===== src/rtl/inst_sequencer_if.sv =====
// Switch, core-handshake and status signals of the instruction sequencer.
// master is the sequencer's view; slave is the environment (switches + core).
interface inst_sequencer_if;
    logic       SW_START;
    logic [1:0] SW_MODE;
    logic [7:0] SW_INST;
    logic       DONE;
    logic [7:0] INST;
    logic       GO;
    logic [3:0] PC;
    logic       BUSY;
    logic       HALTED;
    logic       ERR;

    modport master (
        input  SW_START, SW_MODE, SW_INST, DONE,
        output INST, GO, PC, BUSY, HALTED, ERR
    );

    modport slave (
        output SW_START, SW_MODE, SW_INST, DONE,
        input  INST, GO, PC, BUSY, HALTED, ERR
    );
endinterface


===== src/rtl/inst_sequencer.sv =====
// Instruction sequencer feeding the 4-bit ALU core: 16x8 program memory, PC,
// debounced start/mode switches and a GO/DONE handshake with timeout halt.

module inst_sequencer_debounce #(
    parameter int WIDTH  = 1,
    parameter int CYCLES = 4
) (
    input  logic             clk,
    input  logic             rst,
    input  logic [WIDTH-1:0] raw,
    output logic [WIDTH-1:0] clean
);
    localparam int CNT_W = $clog2(CYCLES + 1);

    logic [WIDTH-1:0] sync_a;
    logic [WIDTH-1:0] sync_b;
    logic [WIDTH-1:0] last;
    logic [CNT_W-1:0] cnt;

    // cnt holds how many consecutive identical samples differ from clean.
    // NOTE: every register here uses <= so all flops update from pre-edge values.
    always_ff @(posedge clk) begin
        if (rst) begin
            sync_a <= '0;
            sync_b <= '0;
            last   <= '0;
            clean  <= '0;
            cnt    <= '0;
        end else begin
            sync_a <= raw;
            sync_b <= sync_a;
            last   <= sync_b;
            if (sync_b == clean) begin
                cnt <= '0;
            end else if (sync_b != last) begin
                cnt <= CNT_W'(1);
            end else if (cnt >= CNT_W'(CYCLES - 1)) begin
                clean <= sync_b;
                cnt   <= '0;
            end else begin
                cnt <= cnt + 1'b1;
            end
        end
    end
endmodule

module inst_sequencer #(
    parameter int          DEBOUNCE_CYCLES = 250000,
    parameter int          TIMEOUT_CYCLES  = 1024,
    parameter logic [7:0]  HALT_INST       = 8'hFF
) (
    input  logic               CLK,
    input  logic               RST,
    inst_sequencer_if.master   bus
);
    localparam int         TMO_W     = $clog2(TIMEOUT_CYCLES + 1);
    localparam logic [1:0] MODE_LOAD = 2'b00;
    localparam logic [1:0] MODE_RUN  = 2'b10;

    typedef enum logic [2:0] {
        IDLE,
        ISSUE,
        WAIT,
        RUN_NEXT,
        HALT
    } state_t;

    state_t           state;
    logic [7:0]       mem [16];
    logic [3:0]       pc;
    logic [7:0]       inst;
    logic             go;
    logic             busy;
    logic             halted;
    logic             err;
    logic [TMO_W-1:0] wait_cnt;

    logic             start_clean;
    logic             start_prev;
    logic [1:0]       mode;
    logic             press;
    logic             load_wr;

    inst_sequencer_debounce #(.WIDTH(1), .CYCLES(DEBOUNCE_CYCLES)) u_start_db (
        .clk   (CLK),
        .rst   (RST),
        .raw   (bus.SW_START),
        .clean (start_clean)
    );

    inst_sequencer_debounce #(.WIDTH(2), .CYCLES(DEBOUNCE_CYCLES)) u_mode_db (
        .clk   (CLK),
        .rst   (RST),
        .raw   (bus.SW_MODE),
        .clean (mode)
    );

    assign press   = start_clean & ~start_prev;
    assign load_wr = (state == IDLE) && press && (mode == MODE_LOAD);

    // NOTE: program memory has no reset so it keeps its contents across RST.
    always_ff @(posedge CLK) begin
        if (!RST && load_wr) begin
            mem[pc] <= bus.SW_INST;
        end
    end

    always_ff @(posedge CLK) begin
        if (RST) begin
            state      <= IDLE;
            pc         <= 4'd0;
            inst       <= 8'h00;
            go         <= 1'b0;
            busy       <= 1'b0;
            halted     <= 1'b0;
            err        <= 1'b0;
            wait_cnt   <= '0;
            start_prev <= 1'b0;
        end else begin
            start_prev <= start_clean;
            go         <= 1'b0;
            case (state)
                IDLE: begin
                    if (press) begin
                        if (mode == MODE_LOAD) begin
                            pc <= pc + 4'd1;
                        end else begin
                            state <= ISSUE;
                            busy  <= 1'b1;
                        end
                    end
                end
                ISSUE: begin
                    // GO and the new INST appear together in the first WAIT cycle.
                    inst     <= mem[pc];
                    go       <= 1'b1;
                    wait_cnt <= '0;
                    state    <= WAIT;
                end
                WAIT: begin
                    if (bus.DONE) begin
                        pc <= pc + 4'd1;
                        if (inst == HALT_INST) begin
                            state  <= HALT;
                            busy   <= 1'b0;
                            halted <= 1'b1;
                        end else if (mode == MODE_RUN) begin
                            state <= RUN_NEXT;
                        end else begin
                            state <= IDLE;
                            busy  <= 1'b0;
                        end
                    end else if (wait_cnt == TMO_W'(TIMEOUT_CYCLES - 1)) begin
                        err    <= 1'b1;
                        state  <= HALT;
                        busy   <= 1'b0;
                        halted <= 1'b1;
                    end else begin
                        wait_cnt <= wait_cnt + 1'b1;
                    end
                end
                RUN_NEXT: begin
                    state <= ISSUE;
                end
                HALT: begin
                    if (mode == MODE_LOAD) begin
                        pc     <= 4'd0;
                        err    <= 1'b0;
                        halted <= 1'b0;
                        state  <= IDLE;
                    end
                end
                default: begin
                    state  <= IDLE;
                    busy   <= 1'b0;
                    halted <= 1'b0;
                end
            endcase
        end
    end

    assign bus.INST   = inst;
    assign bus.GO     = go;
    assign bus.PC     = pc;
    assign bus.BUSY   = busy;
    assign bus.HALTED = halted;
    assign bus.ERR    = err;
endmodule


===== src/flat_wrapper.sv =====
// flat-port wrapper written by rule: the top's interface ports become plain ports
module inst_sequencer_flat 
#(
    parameter int          DEBOUNCE_CYCLES = 250000,
    parameter int          TIMEOUT_CYCLES  = 1024,
    parameter logic [7:0]  HALT_INST       = 8'hFF
)
  (CLK, RST, bus_SW_START, bus_SW_MODE, bus_SW_INST, bus_DONE, bus_INST, bus_GO, bus_PC, bus_BUSY, bus_HALTED, bus_ERR);
  inst_sequencer_if bus_i ();
  input  logic CLK;
  input  logic RST;
  input wire logic [$bits(bus_i.SW_START)-1:0] bus_SW_START;
  input wire logic [$bits(bus_i.SW_MODE)-1:0] bus_SW_MODE;
  input wire logic [$bits(bus_i.SW_INST)-1:0] bus_SW_INST;
  input wire logic [$bits(bus_i.DONE)-1:0] bus_DONE;
  output wire logic [$bits(bus_i.INST)-1:0] bus_INST;
  output wire logic [$bits(bus_i.GO)-1:0] bus_GO;
  output wire logic [$bits(bus_i.PC)-1:0] bus_PC;
  output wire logic [$bits(bus_i.BUSY)-1:0] bus_BUSY;
  output wire logic [$bits(bus_i.HALTED)-1:0] bus_HALTED;
  output wire logic [$bits(bus_i.ERR)-1:0] bus_ERR;
  assign bus_i.SW_START = bus_SW_START;
  assign bus_i.SW_MODE = bus_SW_MODE;
  assign bus_i.SW_INST = bus_SW_INST;
  assign bus_i.DONE = bus_DONE;
  assign bus_INST = bus_i.INST;
  assign bus_GO = bus_i.GO;
  assign bus_PC = bus_i.PC;
  assign bus_BUSY = bus_i.BUSY;
  assign bus_HALTED = bus_i.HALTED;
  assign bus_ERR = bus_i.ERR;
  inst_sequencer #(.DEBOUNCE_CYCLES(DEBOUNCE_CYCLES), .TIMEOUT_CYCLES(TIMEOUT_CYCLES), .HALT_INST(HALT_INST)) u_core (.CLK(CLK), .RST(RST), .bus(bus_i));
endmodule

===== config.mk =====
export PLATFORM = sky130hd
export DESIGN_NAME = inst_sequencer_flat
export DESIGN_NICKNAME = d
export VERILOG_FILES = /design/src/rtl/inst_sequencer_if.sv /design/src/rtl/inst_sequencer.sv /design/src/flat_wrapper.sv
export SDC_FILE = /design/constraint.sdc
export NUM_CORES = 1
export LEC_CHECK = 0
export CAP_MARGIN = 20
export CORE_AREA = 2 2 121 123
export CTS_CLUSTER_DIAMETER = 40
export DETAILED_ROUTE_END_ITERATION = 10
export DIE_AREA = 0 0 123 125
export PLACE_DENSITY = 0.82
export SYNTH_ARGS = -nofsm -noshare
export SYNTH_HDL_FRONTEND = slang
export SYNTH_SLANG_ARGS = --single-unit

===== constraint.sdc =====
create_clock -name CLK -period 2.6 [get_ports CLK]
set_input_delay 0.52 -clock CLK [delete_from_list [all_inputs] [get_ports CLK]]
set_output_delay 0.52 -clock CLK [all_outputs]
set_load 0.01 [all_outputs]

==> PnR_summary.wiki, run 1 <==
{| class="wikitable"
! Metric !! Value
|-
| Maximum count of clock buffers along a single path || 3
|-
| Post-DRT Antenna Nets || 0
|-
| Post-synth top area cell || sky130_fd_sc_hd__edfxtp_1
|-
| Synthesized area || 8470 sq um
|-
| Vias in the first global route || 5324
|-
| Total power draw || 7.27 mW
|-
| Crit path launch type || flop
|-
| Effective utilization at floorplan || 59.6%
|-
| Count of cells resized by post-cts repair || 0
|-
| Die Y || 125 um
|-
| Data arrival at the endpoint of the critical path || 1.79 ns
|-
| Post-CTS setup repair buffer count || 0
|-
| HP Class || flop to flop
|-
| Layout overhead on the synthesized area || 17.8%
|-
| Power density over the cells || 729 nW/um^2
|-
| Skew-Pair Late Insertion Delay || 0.52 ns
|-
| Largest net degree at the start of global routing || 36
|-
| Final layout net count || 724
|-
| Primary FF master, synth || sky130_fd_sc_hd__edfxtp_1
|-
| H-tree Lvls || 1
|-
| Clock Sink Count || 207
|-
| Unrepaired setup endpoints after global routing || false
|-
| Iteration count of the initial detailed-routing pass || 6
|-
| Final wirelength || 17.6 mm
|-
| GPL Wtd Cong || 0.810
|-
| Data required time of the critical path || 2.08 ns
|-
| CP bufs+invs || 1
|-
| Endpoint type of the worst setup path || output pin
|-
| Total clock buffers created by CTS || 27
|-
| Synthesis Warnings || 0
|-
| IO Port Bufs || 29
|-
| Worst supply voltage drop on vdd || 0.546 mV
|-
| Number of synthesized flops with an enable pin || 128
|-
| Layout cells sized above 1 || 15.1%
|-
| Final clock skew || 0.0147 ns
|-
| HPWL Detailed || 11.4 mm
|-
| WL/cell || 19.4 um
|-
| Total leakage power || 3.17 nW
|-
| Final-report hold violation count || 0
|-
| Max Cap Violations || 0
|-
| Gate family responsible for the most delay along the worst path || flip-flops
|-
| Relative max-transition margin || 52.2%
|-
| Worst-path cell chain || clkdlybuf4s50_1
|-
| Number of flip-flops and latches in the synthesized netlist || 207
|-
| Cell count after synthesis || 646
|-
| Antenna cells || 0
|-
| Fraction of the yosys area taken by sequential cells || 64.1%
|-
| Run status || finished clean
|-
| Cell at the slowest stage of the critical path || sky130_fd_sc_hd__dfxtp_1
|-
| Cell at the root of the clock tree || sky130_fd_sc_hd__clkbuf_16
|-
| Global-route wire length before repair || 28.1 mm
|-
| Count of unresolved DRC violations after routing || 0
|-
| Mean instance size in the synthesized netlist || 13.1 sq um
|-
| Peak Freq || 433 MHz
|-
| Number of DRC markers in iteration 0 || 664
|-
| Number of failing setup endpoints in the final timing report || 0
|-
| Clock edge transition at the registers on the reported setup and hold paths || 0.05 ns
|-
| Minimum clock period after layout || 2.31 ns
|-
| Synth Net Count || 667
|-
| Area of the die || 15400 sq um
|-
| Crit share post-route || 88.8%
|-
| Number of vias in the routed layout || 5318
|-
| Routed via count divided by cell count || 5.86
|-
| Number of ports placed on the die boundary || 30
|-
| GR Util All Layers || 23.6%
|-
| Number of slew-limit violations in the final report || 0
|-
| Hold buffer count at cts || 0
|-
| Share of the synthesized area in the top cell type || 45.4%
|-
| Number of antenna violations at the first check in global routing || 0
|-
| Setup Total Neg Slack || 0 ns
|-
| Worst-case hold slack || 0.448 ns
|-
| Clock tree from TritonCTS || built
|-
| Grt ovf || 0
|-
| Largest fanout on the critical path || 10
|-
| Delay of the slowest cell on the worst path || 0.64 ns
|-
| Synth async-reset ratio || 0%
|-
| Worst-margin pin slew || 0.715 ns
|-
| Leading post-synthesis cells by cell area || sky130_fd_sc_hd__edfxtp_1 45%, sky130_fd_sc_hd__dfxtp_1 19%, sky130_fd_sc_hd__mux4_2 6.4%, sky130_fd_sc_hd__nor2_1 3.6%, sky130_fd_sc_hd__xnor2_1 3.5%
|-
| Critical path type || flop to output pin
|-
| Std cell rows || 44
|-
| Distinct cell type count of the synthesized netlist || 60
|-
| Horizontal die dimension || 123 um
|-
| Core Region || 14200 sq um
|}
power by group:
group	internal, mW	switching (mW)	leakage [nW]
sequential	3.49	0.00475	1.79
combinational	0.0288	0.0605	0.940
clock	2.31	1.37	0.442
total	5.83	1.44	3.17
cell usage in the layout, fill, tap and decap left out, types with 3 or more instances in the layout:
master and count:
sky130_fd_sc_hd__a211oi_1 3, sky130_fd_sc_hd__edfxtp_1 128, sky130_fd_sc_hd__nand2_1 49, sky130_fd_sc_hd__mux4_2 24
sky130_fd_sc_hd__nor2b_1 13, sky130_fd_sc_hd__nand4_1 9, sky130_fd_sc_hd__nor2_1 82, sky130_fd_sc_hd__nor3_1 21
sky130_fd_sc_hd__nor4_1 6, sky130_fd_sc_hd__inv_6 3, sky130_fd_sc_hd__inv_1 13, sky130_fd_sc_hd__buf_4 22
sky130_fd_sc_hd__a21oi_1 15, sky130_fd_sc_hd__or3_1 3, sky130_fd_sc_hd__o22ai_1 5, sky130_fd_sc_hd__clkinv_4 3
sky130_fd_sc_hd__a221o_1 4, sky130_fd_sc_hd__clkdlybuf4s50_1 29, sky130_fd_sc_hd__o21ai_0 13, sky130_fd_sc_hd__clkinv_1 4
sky130_fd_sc_hd__dfxtp_1 77, sky130_fd_sc_hd__clkinv_2 4, sky130_fd_sc_hd__nor4_2 4, sky130_fd_sc_hd__bufinv_16 4
sky130_fd_sc_hd__xnor2_1 34, sky130_fd_sc_hd__xor2_1 11, sky130_fd_sc_hd__clkbuf_16 27, sky130_fd_sc_hd__nor4b_1 3
sky130_fd_sc_hd__nand3_1 23, sky130_fd_sc_hd__mux2i_1 22, sky130_fd_sc_hd__nand2b_1 7, sky130_fd_sc_hd__and4_1 4
sky130_fd_sc_hd__and3_1 7, sky130_fd_sc_hd__ha_1 7, sky130_fd_sc_hd__clkbuf_1 4
cells in the mapped netlist, types with 9 or more instances:
cell,count
sky130_fd_sc_hd__inv_1,13
sky130_fd_sc_hd__dfxtp_1,79
sky130_fd_sc_hd__mux4_2,24
sky130_fd_sc_hd__xor2_1,11
sky130_fd_sc_hd__edfxtp_1,128
sky130_fd_sc_hd__nor2b_1,13
sky130_fd_sc_hd__nor2_1,82
sky130_fd_sc_hd__nand3_1,23
sky130_fd_sc_hd__xnor2_1,34
sky130_fd_sc_hd__o21ai_0,13
sky130_fd_sc_hd__nor3_1,21
sky130_fd_sc_hd__mux2i_1,22
sky130_fd_sc_hd__clkbuf_1,11
sky130_fd_sc_hd__a21oi_1,15
sky130_fd_sc_hd__nand4_1,9
sky130_fd_sc_hd__nand2_1,49
area by class of cell:
| class | count | area (sq um) |
|---|---|---|
| clock buffer | 31 | 691 |
| clock inverter | 19 | 215 |
| fill | 907 | 4220 |
| inverter | 15 | 56.3 |
| multi-input combinational | 399 | 2860 |
| sequential | 207 | 5430 |
| tap | 184 | 230 |
| timing repair buffer | 53 | 495 |
state kept, by name, summed over array words and instances, names as in the netlist, 3 cells and up:
signal and cells:
u_core.mem 128, u_core.u_mode_db.cnt 18, u_core.u_start_db.cnt 18, u_core.wait_cnt 11
u_core.bus.INST 8, u_core.bus.PC 4, u_core.state 3
routing by layer:
metal,share of wire (%),track usage [%]
met4,2.6,7.42
met2,49,38.0
met3,6.7,3.97
met1,42,33.1
met5,0,0
path summary, 6_finish.rpt:
kind	startpoint	end	slack (ns)	cells after the start
setup / recovery	u_core.bus.PC[0]	bus_PC[0]	0.29	1
hold / removal	u_core.u_mode_db.sync_a[0]	u_core.u_mode_db.sync_b[0]	0.45	1
setup reg to reg	u_core.u_mode_db.cnt[0]	u_core.u_mode_db.cnt[12]	0.48	6
hold reg to reg	u_core.u_mode_db.sync_a[0]	u_core.u_mode_db.sync_b[0]	0.45	1
through the flow:
step	worst slack, ns	cell area (sq um)	cells	utilization, %
2_1_floorplan	0.280	8470	646	-
3_3_place_gp	0.382	9070	858	63.9
3_5_place_dp	0.350	9070	858	63.9
4_1_cts	0.280	9980	908	70.3
5_1_grt	0.262	9980	908	70.3
6_report	0.292	9980	908	70.3
cells by family after synthesis:
group / after synthesis / synth area share [%]
xor gates and xnor gates: 45 / 4.65
muxes: 46 / 8.98
AOI/OAI and AO/OA: 60 / 5.07
DFF: 207 / 64.1
adders and majority gates: 7 / 1.03
buffers and inverters: 40 / 2.13
and+or+nand+nor: 241 / 14.1
Note: power is estimated with default switching activity, not from simulation.
==> run 2, diff against run 1 <==
--- a/config.mk
+++ b/config.mk
@@ -5,12 +5,14 @@
 export SDC_FILE = /design/constraint.sdc
 export NUM_CORES = 1
 export LEC_CHECK = 0
+export ABC_CLOCK_PERIOD_IN_PS = 2600
 export CAP_MARGIN = 20
-export CORE_AREA = 2 2 121 123
+export CORE_AREA = 2 2 119 121
 export CTS_CLUSTER_DIAMETER = 40
 export DETAILED_ROUTE_END_ITERATION = 10
-export DIE_AREA = 0 0 123 125
-export PLACE_DENSITY = 0.82
+export DIE_AREA = 0 0 121 123
+export DONT_BUFFER_PORTS = 1
+export PLACE_DENSITY = 0.81
 export SYNTH_ARGS = -nofsm -noshare
 export SYNTH_HDL_FRONTEND = slang
 export SYNTH_SLANG_ARGS = --single-unit
==> run 2 against run 1 <==
  * Count of clock-buffer cells in the layout is 1 lower
  * Design area is 2.6% lower
  * Register-to-register slack worse by 0.12 ns
  * Sequential power hardly changed
  * Worst setup slack better by 0.073 ns
  * Global-route usage is 1.9 points higher
  * Sequential share of layout area is 1.4 points higher
  * Die area is 3.2% lower
  * Via count is 0.15% lower
  * Cell count is 3.7% lower
  * Critical path type is now flop to flop
==> PnR_summary.wiki, run 2 (synthesis gave the netlist of run 1 again) <==
{| class="wikitable"
! Metric !! Value
|-
| Run status || finished clean
|-
| GR Util All Layers || 25.5%
|-
| IO Port Bufs || 0
|-
| Clock tree from TritonCTS || built
|-
| Std cell rows || 43
|-
| Relative contribution of the clock network to total power || 52.2%
|-
| Crit share post-route || 86.0%
|-
| Hold buffer count at cts || 0
|-
| Relative max-transition margin || 56.5%
|-
| Area of the die || 14900 sq um
|-
| Cell at the slowest stage of the critical path || sky130_fd_sc_hd__dfxtp_1
|-
| Worst setup timing slack at the placement stage || 0.428 ns
|-
| Horizontal die dimension || 121 um
|-
| Post-layout worst setup margin || 0.365 ns
|-
| Net switching component of the power || 1.45 mW
|-
| Worst-case hold slack || 0.0696 ns
|-
| Final-report hold violation count || 0
|-
| Iteration count of the initial detailed-routing pass || 6
|-
| Global-route wire length before repair || 28.9 mm
|-
| Worst-path cell chain || nor4_1 -> nor4b_1 -> buf_4 -> nand2_1 -> nor3_1 -> buf_4
|-
| Most common cell after layout, fill and taps aside || sky130_fd_sc_hd__edfxtp_1
|-
| Critical path type || flop to flop
|-
| Count of cells resized by post-cts repair || 0
|-
| GPL Wtd Cong || 0.862
|-
| Die Y || 123 um
|-
| Total clock buffers created by CTS || 27
|-
| Data required time of the critical path || 2.82 ns
|-
| Endpoint type of the worst setup path || flop
|-
| Clock edge transition at the registers on the reported setup and hold paths || 0.05 ns
|-
| Final cell count without fillers || 874
|-
| Number of vias in the routed layout || 5310
|-
| Number of failing setup endpoints in the final timing report || 0
|-
| Number of ports placed on the die boundary || 30
|-
| Layout cells sized above 1 || 16.1%
|-
| Number of slew-limit violations in the final report || 0
|-
| CP bufs+invs || 2
|-
| Post-CTS setup repair buffer count || 0
|-
| Final layout net count || 694
|-
| Combinational cell fraction of total power || 0.4%
|-
| Unrepaired setup endpoints after global routing || false
|-
| Cell at the root of the clock tree || sky130_fd_sc_hd__clkbuf_16
|-
| Routed via count divided by cell count || 6.08
|-
| Core Region || 13600 sq um
|-
| Max FFs per register || 128
|-
| Number of antenna violations at the first check in global routing || 0
|-
| Final clock skew || 0.0193 ns
|-
| Setup Total Neg Slack || 0 ns
|-
| Largest fanout on the critical path || 13
|-
| Max Cap Violations || 0
|-
| Count of placed standard cells including taps || 824
|-
| WL/cell || 20.7 um
|-
| Count of unresolved DRC violations after routing || 0
|-
| H-tree Lvls || 1
|-
| HP Class || primary input to flop
|-
| Maximum count of clock buffers along a single path || 3
|-
| Most frequent cells in the layout || 128 x sky130_fd_sc_hd__edfxtp_1, 82 x sky130_fd_sc_hd__nor2_1, 77 x sky130_fd_sc_hd__dfxtp_1
|-
| Total power draw || 7.36 mW
|-
| Registers with the most flip-flops || u_core.mem: 128 flops, u_core.u_mode_db.cnt: 18 flops, u_core.u_start_db.cnt: 18 flops
|-
| End-of-flow core utilization || 71.4%
|-
| Grt ovf || 0
|-
| Worst supply voltage drop on vdd || 0.626 mV
|-
| Number of DRC markers in iteration 0 || 457
|-
| Post-DRT Antenna Nets || 0
|-
| Layout overhead on the synthesized area || 14.8%
|-
| Sequential Power Share || 47.5%
|-
| Cell-internal power || 5.91 mW
|-
| Net switching share of the total power || 19.7%
|-
| Skew-Pair Late Insertion Delay || 0.53 ns
|-
| Placed standard-cell area || 8770 sq um
|-
| Gate family responsible for the most delay along the worst path || simple AND/OR/NAND/NOR gates
|-
| Largest net degree at the start of global routing || 37
|-
| Power density over the cells || 757 nW/um^2
|-
| Total leakage power || 3.08 nW
|-
| Effective utilization at floorplan || 62.2%
|-
| Data arrival at the endpoint of the critical path || 2.45 ns
|-
| Filler cell count || 880
|-
| Register containing the most flip-flops in the final layout || u_core.mem
|-
| Clock Sink Count || 207
|-
| Top cell by count, worst path || sky130_fd_sc_hd__buf_4
|-
| Vias in the first global route || 5398
|-
| Reg-to-reg setup timing slack || 0.36 ns
|-
| Delay of the slowest cell on the worst path || 0.46 ns
|-
| HPWL Detailed || 11.3 mm
|-
| Final wirelength || 18.1 mm
|-
| Worst-margin pin slew || 0.636 ns
|-
| Crit path launch type || flop
|-
| Peak Freq || 447 MHz
|-
| Minimum clock period after layout || 2.24 ns
|-
| Post-layout instance area || 9720 sq um
|-
| Antenna cells || 0
|}
-- run 2: path summary, 6_finish.rpt --
kind,from,endpoint,cells after the start
setup / recovery,u_core.state[0],u_core.mem[1][2],6
hold / removal,RST,u_core.u_mode_db.sync_b[1],1
setup reg to reg,u_core.state[0],u_core.mem[1][2],6
hold reg to reg,u_core.wait_cnt[10],u_core.wait_cnt[10],1
-- run 2: power by group through the flow --
| stage | logic (mW) | registers [mW] | clock network [mW] |
|---|---|---|---|
| after detailed placement | 0.0270 | 3.56 | 0 |
| after global placement | 0.0258 | 3.56 | 0 |
| after global routing | 0.0309 | 3.49 | 4.01 |
| after CTS | 0.0273 | 3.49 | 3.88 |
| final | 0.0270 | 3.49 | 3.84 |
| after floorplan | 0.0292 | 3.56 | 0 |
-- run 2: layer usage --
metal  global-route usage [%]  wire length [um]
met5                        0                 0
met4                     9.59               603
met3                     6.73              1360
met2                     43.0              8940
met1                     31.8              7190
-- run 2: layout make-up --
class	instances	area, sq um	area share [%]
multi-input combinational	399	2860	29.5
timing repair buffer	23	198	2.03
clock inverter	20	235	2.42
clock buffer	30	718	7.39
inverter	15	56.3	0.579
tap	180	225	2.32
sequential	207	5430	55.8
-- run 2: worst register-to-register path: cells and delay by family, from the launching register on --
| kind | cells | cell delay [ns] |
|---|---|---|
| buffers and inverters | 2 | 0.44 |
| DFF | 1 | 0.46 |
| and+or+nand+nor | 4 | 1.03 |
